==> src/rtl/fifo_stream_reader.sv <==
// fifo_stream_reader
//   Drains a byte FIFO through its rd/dout/empty port and presents the words,
//   in order, on a valid/ready master stream. A 2-entry output buffer absorbs
//   the FIFO's one-cycle read latency so the stream sustains one word/cycle.
//
// Ports
//   clk, rst_n       clock (rising edge) and asynchronous active-low reset
//   en               allow new FIFO reads (buffered data drains regardless)
//   fifo_empty       FIFO empty flag
//   fifo_full        FIFO full flag
//   fifo_wr          copy of the FIFO write strobe (write beats read in the FIFO)
//   fifo_dout        FIFO read data, valid the cycle after an honored read
//   fifo_rd          FIFO read strobe (combinational)
//   m_valid/m_ready  output stream handshake
//   m_data           output word (buffer head)
//   xfer_cnt         count of completed output handshakes (wraps)
//
// Handshake: a word transfers on every rising edge where m_valid & m_ready.
// While m_valid is high and m_ready is low, m_valid and m_data hold steady.
module fifo_stream_reader #(
  parameter int DW = 8,
  parameter int CW = 16
) (
  input  logic          clk,
  input  logic          rst_n,
  input  logic          en,
  input  logic          fifo_empty,
  input  logic          fifo_full,
  input  logic          fifo_wr,
  input  logic [DW-1:0] fifo_dout,
  output logic          fifo_rd,
  output logic          m_valid,
  input  logic          m_ready,
  output logic [DW-1:0] m_data,
  output logic [CW-1:0] xfer_cnt
);

  // r_buf0 is always the head; r_buf1 holds the second word when r_occ = 2.
  logic [DW-1:0] r_buf0;
  logic [DW-1:0] r_buf1;
  logic [1:0]    r_occ;
  logic          r_pend;
  logic [CW-1:0] r_xfer_cnt;

  logic       w_deq;
  logic [2:0] w_fill;
  logic       w_honored;
  logic       w_tail_hi;

  assign w_deq = (r_occ != 2'd0) & m_ready;

  // Occupancy after this edge, counting the word already in flight. A pop
  // only happens with r_occ >= 1, so this never underflows.
  assign w_fill = {1'b0, r_occ} + {2'b00, r_pend} - {2'b00, w_deq};

  // Reading only while the post-edge fill stays below 2 keeps occ + pend <= 2,
  // so the buffer can never overflow. Gated by rst_n so it is low in reset.
  assign fifo_rd = rst_n & en & ~fifo_empty & (w_fill < 3'd2);

  // The FIFO ignores a read on a cycle where it accepts a write.
  assign w_honored = fifo_rd & ~(fifo_wr & ~fifo_full);

  // Slot the captured word lands in, after any pop this edge shifts the head.
  assign w_tail_hi = ((r_occ == 2'd1) & ~w_deq) | ((r_occ == 2'd2) & w_deq);

  always_ff @(posedge clk or negedge rst_n) begin
    if (!rst_n) begin
      r_buf0     <= '0;
      r_buf1     <= '0;
      r_occ      <= 2'd0;
      r_pend     <= 1'b0;
      r_xfer_cnt <= '0;
    end else begin
      r_pend <= w_honored;
      r_occ  <= w_fill[1:0];
      if (w_deq) begin
        r_buf0     <= r_buf1;
        r_xfer_cnt <= r_xfer_cnt + 1'b1;
      end
      // Placed after the pop so a capture into slot 0 overrides the shift.
      if (r_pend) begin
        if (w_tail_hi) r_buf1 <= fifo_dout;
        else           r_buf0 <= fifo_dout;
      end
    end
  end

  assign m_valid  = (r_occ != 2'd0);
  assign m_data   = r_buf0;
  assign xfer_cnt = r_xfer_cnt;

endmodule

==> config.mk <==
export PLATFORM = sky130hd
export DESIGN_NAME = fifo_stream_reader
export DESIGN_NICKNAME = d
export VERILOG_FILES = /design/src/rtl/fifo_stream_reader.sv
export SDC_FILE = /design/constraint.sdc
export NUM_CORES = 1
export LEC_CHECK = 0
export BUFFER_PORTS_ARGS = -buffer_cell sky130_fd_sc_hd__buf_2
export CAP_MARGIN = 20
export CORE_MARGIN = 2
export CORE_UTILIZATION = 30
export CTS_CLUSTER_DIAMETER = 50
export DETAILED_ROUTE_END_ITERATION = 6
export GPL_TIMING_DRIVEN = 0
export PLACE_DENSITY = 0.52
export SKIP_LAST_GASP = 1
export SYNTH_ARGS = -nofsm -noshare
export SYNTH_HDL_FRONTEND = slang
export SYNTH_SLANG_ARGS = --single-unit
==> constraint.sdc <==
create_clock -name clk -period 6.05 [get_ports clk]
set_clock_uncertainty 0.05 [all_clocks]
set_input_delay 0.605 -clock clk [delete_from_list [all_inputs] [get_ports clk]]
set_output_delay 0.605 -clock clk [all_outputs]
set_load 0.02 [all_outputs]
=== After elaboration in Yosys (flattened, before gate mapping) ===
Cells that the tools add are included.

* Word-level logic and storage cells: 29
* Output and inout port bits: 26
* Flip-flop bits (word level): 35
* Bits of input ports: 15

* Reductions and logical operators: 2
* Mux-type cells: 3
* Equality and inequality tests: 2
* Add/subtract/negate cells: 3
* Bitwise logic cells: 13
* Order comparisons: 1

{| class="wikitable"
|+ Operators with widths
! operator !! count
|-
| 2-to-1 mux 8 bit || 3
|-
| adder 16 x 1 -> 16 bit, second input constant || 1
|-
| AND 1 bit || 8
|-
| NOT 1 bit || 4
|-
| adder 2 x 1 -> 3 bit || 1
|-
| less-than comparator 3 x 2 -> 1 bit, second input constant || 1
|-
| subtractor 3 x 1 -> 3 bit || 1
|-
| equality test 2 x 1 -> 1 bit, second input constant || 1
|-
| equality test 2 bit, second input constant || 1
|-
| AND reduction 2 bit || 1
|-
| nonzero test 2 bit || 1
|-
| bitwise OR 1 bit || 1
|}

=== Logic depth before layout (Yosys ltp) ===
Gate-level depths: netlist (run 1).

* Depth in word-level cells: 7
* Mapped depth: 9
* Gate-level depth less buffers: 8

=== Worst setup path before layout (run 1) ===
No wires, ideal clock.

* Path kind: input-to-output
* Start: input m_ready
* End: output fifo_rd
* Stages on the path: 7
* Arrival: 2.455 ns
* Setup slack: 2.940 ns
* Required time: 5.395 ns
* Buffers on the path: 1
* Cell sequence: o21ai_2 > clkbuf_1 > nand2_1 > nand2_1 > ha_1 > fa_1 > nor4_1

* Word-level cells in the longest chain between the ends: 4

{| class="wikitable"
|+ RTL lines
! element !! RTL line !! text
|-
| start, declared || 33 || <nowiki>input logic m_ready,</nowiki>
|-
| AND 1 bit || 50 || <nowiki>assign w_deq = (r_occ != 2'd0) & m_ready;</nowiki>
|-
| subtractor 3 x 1 -> 3 bit || 54 || <nowiki>assign w_fill = {1'b0, r_occ} + {2'b00, r_pend} - {2'b00, w_deq};</nowiki>
|-
| net w_fill[1] || 46 || <nowiki>logic [2:0] w_fill;</nowiki>
|-
| less-than comparator 3 x 2 -> 1 bit || 58 || <nowiki>assign fifo_rd = rst_n & en & ~fifo_empty & (w_fill < 3'd2);</nowiki>
|-
| AND 1 bit || 58 ||
|-
| end, declared || 31 || <nowiki>output logic fifo_rd,</nowiki>
|}

The timed path passes the listed nets, and every way through them passes these cells.

=== Worst setup path in the final report (run 1) ===
* Start: register r_occ[1]
* End: output fifo_rd

* Word-level cells in the longest chain between the ends: 5
* Elaborated cells on any way between the ends: 6
* Those cells by class: add/sub: 2; order compare: 1; bitwise: 2; reduce/logical: 1

{| class="wikitable"
|+ RTL lines
! element !! RTL line !! text
|-
| start, declared || 41 || <nowiki>logic [1:0] r_occ;</nowiki>
|-
| start signal, assigned || 75 || <nowiki>r_occ <= w_fill[1:0];</nowiki>
|-
| branches (longest 2 deep; another with adder 2 x 1 -> 3 bit) || - ||
|-
| subtractor 3 x 1 -> 3 bit * || 54 ||
|-
| net w_fill[1] || 46 ||
|-
| less-than comparator 3 x 2 -> 1 bit * || 58 ||
|-
| AND 1 bit * || 58 ||
|}

Mark *: on every way through the listed nets, which the timed path passes.

==> results.cfg, run 1 <==
[finish]
nets = 209
final_util_pct = 38.46
area_growth_pct = 24.80
postLayoutCellArea_um2 = 1952
finalNonFillerCells = 262
drive_above_1_share_pct = 32.81
diodes = 0

[clock_network]
cts_hold_buf = 0
cts.clk_slew.worst_paths_ps = 70
cts_resized = 0
cts_root_buf = clkbuf_8
numCtsBuffers = 5
clockBufferDepth = 2
cts_setup_buffers = 0
cts-htree-levels = 2
clock_latency_ps = 280
cts_tree = built
cts_sinks = 35

[synth]
async_flop_share_pct = 100.0
yosys_warnings = 0
synth.most_common_cell = dfrtp_1
synth_top_flop_cell = dfrtp_1
ys_top_cells_by_area = dfrtp_1 (56%), nand2_1 (7.0%), mux2_2 (5.8%)
syn_inst = 144
synth_common_cells = dfrtp_1 (35), nand2_1 (29), nor2_1 (14)
synth_top_area_cell = dfrtp_1
ys_ff_latch = 35
synthesis.nets = 162
synth-seq-area-share_pct = 56.00
synth-edff-count = 0
synth_top_area_share_pct = 56.00
syn_area_um2 = 1564
yosysUniqueCellTypes = 28
avgSynthCellArea_um2 = 10.86

[setup_path]
end_kind = primary output
cp_top_family = buffers and inverters
cpMostUsedCell = nand2_1
startpoint = r_occ[1]
critPathMaxFanout = 10
path_class = flip-flop to primary output
cp_num_buf_inv = 2
required_ps = 5390
r2r_end = r_pend
cp.arrival_ps = 2790
critPathMaxStageDelay_ps = 460
reg2reg_depth = 8
reg2reg_from = r_occ[1]
worstSetupStartpointType = flip-flop
r2r_slack_ps = 3430
path_cells = o21ai_2, clkbuf_1, nand2_1, nand2_1, ha_1, fa_1, nor4_1, buf_2
crit_path_top_delay_cell = dfrtp_1
path_depth = 8
endpoint = fifo_rd

[global_route]
grt_pass1_wl_mm = 5.540
gr-total-overflow = 0
first_global_vias = 1213
grt_max_degree = 37
grt_usage_pct = 11.97
antenna_found_initial = 0

[routing]
antenna_left = 0
maxUsedRoutingLayer = met4
via_count = 1167
wl_met1_mm = 1.522
routedWlPerCell_um = 11.82
drc = 0
vias_per_cell = 4.454
first_iter_violations = 57
dr_wl_met3_um = 228
routed_wl_mm = 3.096
dr_wl_met2_mm = 1.300
dr.pass1.iters = 4

[die]
fp.dieW_um = 76.21
fp.dieArea_um2 = 5807
rows = 26
initial_core_util_pct = 30.82
die_h_um = 76.21
io_pins = 41
core_um2 = 5075

[timing]
max_slew_margin_pct = 47.20
drv_slew = 0
max_freq_ghz = 0.2904
period_minus_slack_ps = 3444
setup_tns_ps = 0
max_slew.worst_pin.slew_ps = 792.0
hold_viol_final = 0
rsz0062_at_grt = no
fin_crit_sh_pct = 56.93
setup_violations = 0

[place]
placedInstanceArea_um2 = 1852
port_buffers = 40
gp_congestion = 0.7131
dp.cells = 254
dp_hpwl_mm = 2.197

[worst_hold_path]
hp-class = input port to asynchronous set/reset pin

[power]
leakagePower_nw = 0.9874
p_per_area_nw_per_um2 = 435.1
power_mw = 0.8492
ir_worst_vdd_mv = 0.1667

[run_status]
status = completed

[run]
cap_violations = 0
per-layer routing:
metal | global-route usage (%) | up-vias
li1 | - | 585
met1 | 15.09 | 541
met2 | 18.67 | 34
met3 | 4.621 | 7
met4 | 4.364 | 0
met5 | 0 | -
kinds of logic after synthesis:
logic type | synth area share, %
AO/OA/AOI/OAI | 5.840
adder cells (fa/ha/maj) | 2.880
AND/OR/NAND/NOR | 18.72
flip-flops | 56.00
XOR/XNOR | 8.960
multiplexers | 5.760
buffers and inverters | 1.840
worst reg2reg max path: stages (launching register included):
cell and delay [ps]:
dfrtp_1 460, o21ai_2 250, clkbuf_1 440, nand2_1 100, nand2_1 80, ha_1 150
fa_1 420, nor4_1 370, a21boi_0 220
worst min-delay path by stage:
stage            startpoint      endpoint  slack (ps)  cells after the start
3_5_place_dp   xfer_cnt[15]  xfer_cnt[15]         410                      1
6_report              rst_n   xfer_cnt[5]         350                      1
4_1_cts               rst_n   xfer_cnt[2]         390                      1
3_3_place_gp   xfer_cnt[15]  xfer_cnt[15]         410                      1
2_1_floorplan         rst_n     m_data[0]         260                      0
5_1_grt               rst_n     r_buf1[3]         430                      1
power breakdown:
group          switching, mW  internal (mW)  total [mW]
clock                 0.0815          0.104       0.185
sequential            0.0673          0.314       0.382
combinational          0.163          0.119       0.282
total                  0.312          0.537       0.849
layout make-up:
cell class              instances  area, um^2
multi-input cells             102       659.4
flip-flops and latches         35       875.8
clock buffers                   8       100.1
plain buffers                   4       17.52
repair buffers                 40       200.2
inverters                       3       11.26
fillers                       523        3123
well taps                      70       87.58
metrics by stage:
stage	hold WS [ps]	worst slack [ps]
6_report	349.6	2606
5_1_grt	434.6	2328
4_1_cts	386.3	2556
3_5_place_dp	412.1	2742
3_3_place_gp	408.7	2776
2_1_floorplan	259.4	2940
placed cells by master, fill, tap and decap left out, drive strengths merged, types with 2 or more instances in the layout:
cell type	count
buf	42
dfrtp	35
nand2	30
nor2	14
xnor2	10
clkbuf	10
a31oi	8
mux2	8
xor2	6
nand3	5
nand4	4
inv	3
or2	2
ha	2
o21ai	2
nor4	2
registers in the layout, summed over array words and instances, names as in the netlist:
signal and count:
r_occ 2, xfer_cnt 16, r_pend 1, m_data 8
r_buf1 8
(Power assumes the default switching activity.)
==> run 2: changes to the inputs <==
Settings changed: ABC_AREA from default to 1, PLACE_DENSITY 0.52 to 0.53.
Clock period 6.05 ns to 3 ns, I/O delays scaled along.
==> results.cfg, run 2 <==
[finish]
area_growth_pct = 22.32
final_util_pct = 37.86
final_common_cell = nand2_1
layout_common_cells = nand2_1 (76), buf_2 (41), dfrtp_1 (35), inv_1 (24), nor2_1 (19)
multi_input_area_um2 = 823.3
drive_above_1_share_pct = 26.30
nets = 287
nFillCells = 645
diodes = 0
seq_area_um2 = 875.8
largest_reg_flops = 16

[timing]
drv_slew = 0
hold_viol_final = 0
setup_tns_ps = 0
setup_slack_ps = 345.0
max_freq_ghz = 0.3766
rsz0062_at_grt = no
max_slew.worst_pin.slew_ps = 817.1
setup_violations = 0
period_minus_slack_ps = 2655
fin_crit_sh_pct = 88.50
max_slew_margin_pct = 45.53
hold_slack_ps = 55.64

[setup_path]
r2r_slack_ps = 950
critPathMaxStageDelay_ps = 410
cp_top_family = simple AND/OR/NAND/NOR gates
reg2reg_depth = 11
cp_num_buf_inv = 3
r2r_end = r_pend
crit_path_top_delay_cell = dfrtp_1
cp.arrival_ps = 2310
critPathMaxFanout = 15
path_class = flip-flop to primary output
startpoint = r_occ[1]
required_ps = 2650
reg2reg_from = r_occ[1]
worstSetupStartpointType = flip-flop
end_kind = primary output
path_cells = inv_2, nand2_4, nand2_2, nand2_1, nand2_1, ha_1, fa_1, xnor2_1, nor2_1, nand2_1, inv_1, buf_2
cpMostUsedCell = nand2_1

[routing]
antenna_left = 0
dr.pass1.iters = 4
first_iter_violations = 55
vias_per_cell = 4.501
drc = 0
via_count = 1553
routedWlPerCell_um = 11.53
routed_wl_mm = 3.978

[clock_network]
cts_tree = built
cts_setup_buffers = 0
cts_resized = 0
cts_hold_buf = 0
numCtsBuffers = 5
clockBufferDepth = 2
clock_latency_ps = 290
cts_root_buf = clkbuf_8
cts-htree-levels = 2
cts.clk_slew.worst_paths_ps = 70
cts_sinks = 35

[place]
dp_hpwl_mm = 2.916
gp_congestion = 0.7973
port_buffers = 40
dp_slack_ps = 525.1

[global_route]
grt_pass1_wl_mm = 6.679
grt_usage_pct = 13.19
gr-total-overflow = 0
antenna_found_initial = 0
grt_max_degree = 37
first_global_vias = 1451

[synth]
synthesis.nets = 241
synth_top_area_cell = dfrtp_1
syn_inst = 223
synth-edff-count = 0
ys_ff_latch = 35
yosysUniqueCellTypes = 25
synth_common_cells = nand2_1 (76), dfrtp_1 (35), inv_1 (24)
synth-seq-area-share_pct = 48.08
async_flop_share_pct = 100.0
avgSynthCellArea_um2 = 8.169
ys_top_cells_by_area = dfrtp_1 (48%), nand2_1 (16%), inv_1 (4.9%)
synth.most_common_cell = nand2_1
synth_top_flop_cell = dfrtp_1
syn_area_um2 = 1822
yosys_warnings = 0
synth_top_area_share_pct = 48.08

[worst_hold_path]
hp-class = input port to asynchronous set/reset pin

[power]
leakagePower_nw = 1.121
power_mw = 1.948
p_per_area_nw_per_um2 = 874.0
ir_worst_vdd_mv = 0.3666

[die]
initial_core_util_pct = 30.95
die_h_um = 81.93
fp.dieW_um = 81.93
core_um2 = 5886
io_pins = 41
rows = 28
fp.dieArea_um2 = 6712

[run_status]
status = completed

[run]
cap_violations = 0
-- run 2: cell count changes in the layout (fill, tap and decap cells not counted), sizes merged, moves of 2 or more --
| cell | previous run | this run |
|---|---|---|
| xnor2 | 10 | 6 |
| inv | 3 | 26 |
| mux2 | 8 | 0 |
| nand2 | 30 | 83 |
| a31oi | 8 | 0 |
| nand3 | 5 | 13 |
| xor2 | 6 | 3 |
| nand4 | 4 | 7 |
| clkbuf | 10 | 7 |
| or2 | 2 | 0 |
| nor2 | 14 | 22 |
| nor4 | 2 | 0 |
| o21ai | 2 | 16 |
-- run 2: worst max path at each step --
stage	cells after the start	to
floorplan	11	fifo_rd
global placement	12	fifo_rd
detailed placement	12	fifo_rd
CTS	12	fifo_rd
global route	12	fifo_rd
finish	12	fifo_rd
-- run 2: cell families (layout without fill, tap and decap cells) --
logic type                 after synthesis  after routing  synth area share (%)
DFF                                     35             35                 48.08
xor gates and xnor gates                 9              9                 4.327
AOI/OAI and AO/OA                       19             19                 7.898
and+or+nand+nor                        127            127                 30.49
adders and majority gates                3              3                 2.472
buffers and inverters                   30             77                 6.731
-- run 2: power by group --
| group | switching, mW | total (mW) | internal, mW | leakage, nW |
|---|---|---|---|---|
| Clock | 0.173 | 0.442 | 0.269 | 0.0612 |
| Sequential | 0.103 | 0.737 | 0.634 | 0.425 |
| Combinational | 0.490 | 0.768 | 0.278 | 0.635 |
| Total | 0.767 | 1.95 | 1.18 | 1.12 |
-- run 2: routing by layer --
metal  vias to the layer above  global-route usage, %  wire length (um)
met5                         -                      0                 0
met4                         0                  5.000                49
met3                         6                  3.736               218
met2                        36                  21.22              1816
met1                       722                  16.78              1893
li1                        789                      -                 -
-- run 2: final cells by class --
cell class | instances | area share, %
sequential | 35 | 39.30
clock inverter | 2 | 1.572
inverter | 26 | 4.380
tap | 75 | 4.211
multi-input combinational | 158 | 36.95
buffer | 3 | 0.8984
clock buffer | 6 | 3.706
timing repair buffer | 40 | 8.984
-- run 2: metrics by stage --
step                area [um^2]  std cells
global route               2228        345
floorplan                  1822        223
detailed placement         2116        338
global placement           2116        338
finish                     2228        345
CTS                        2233        346
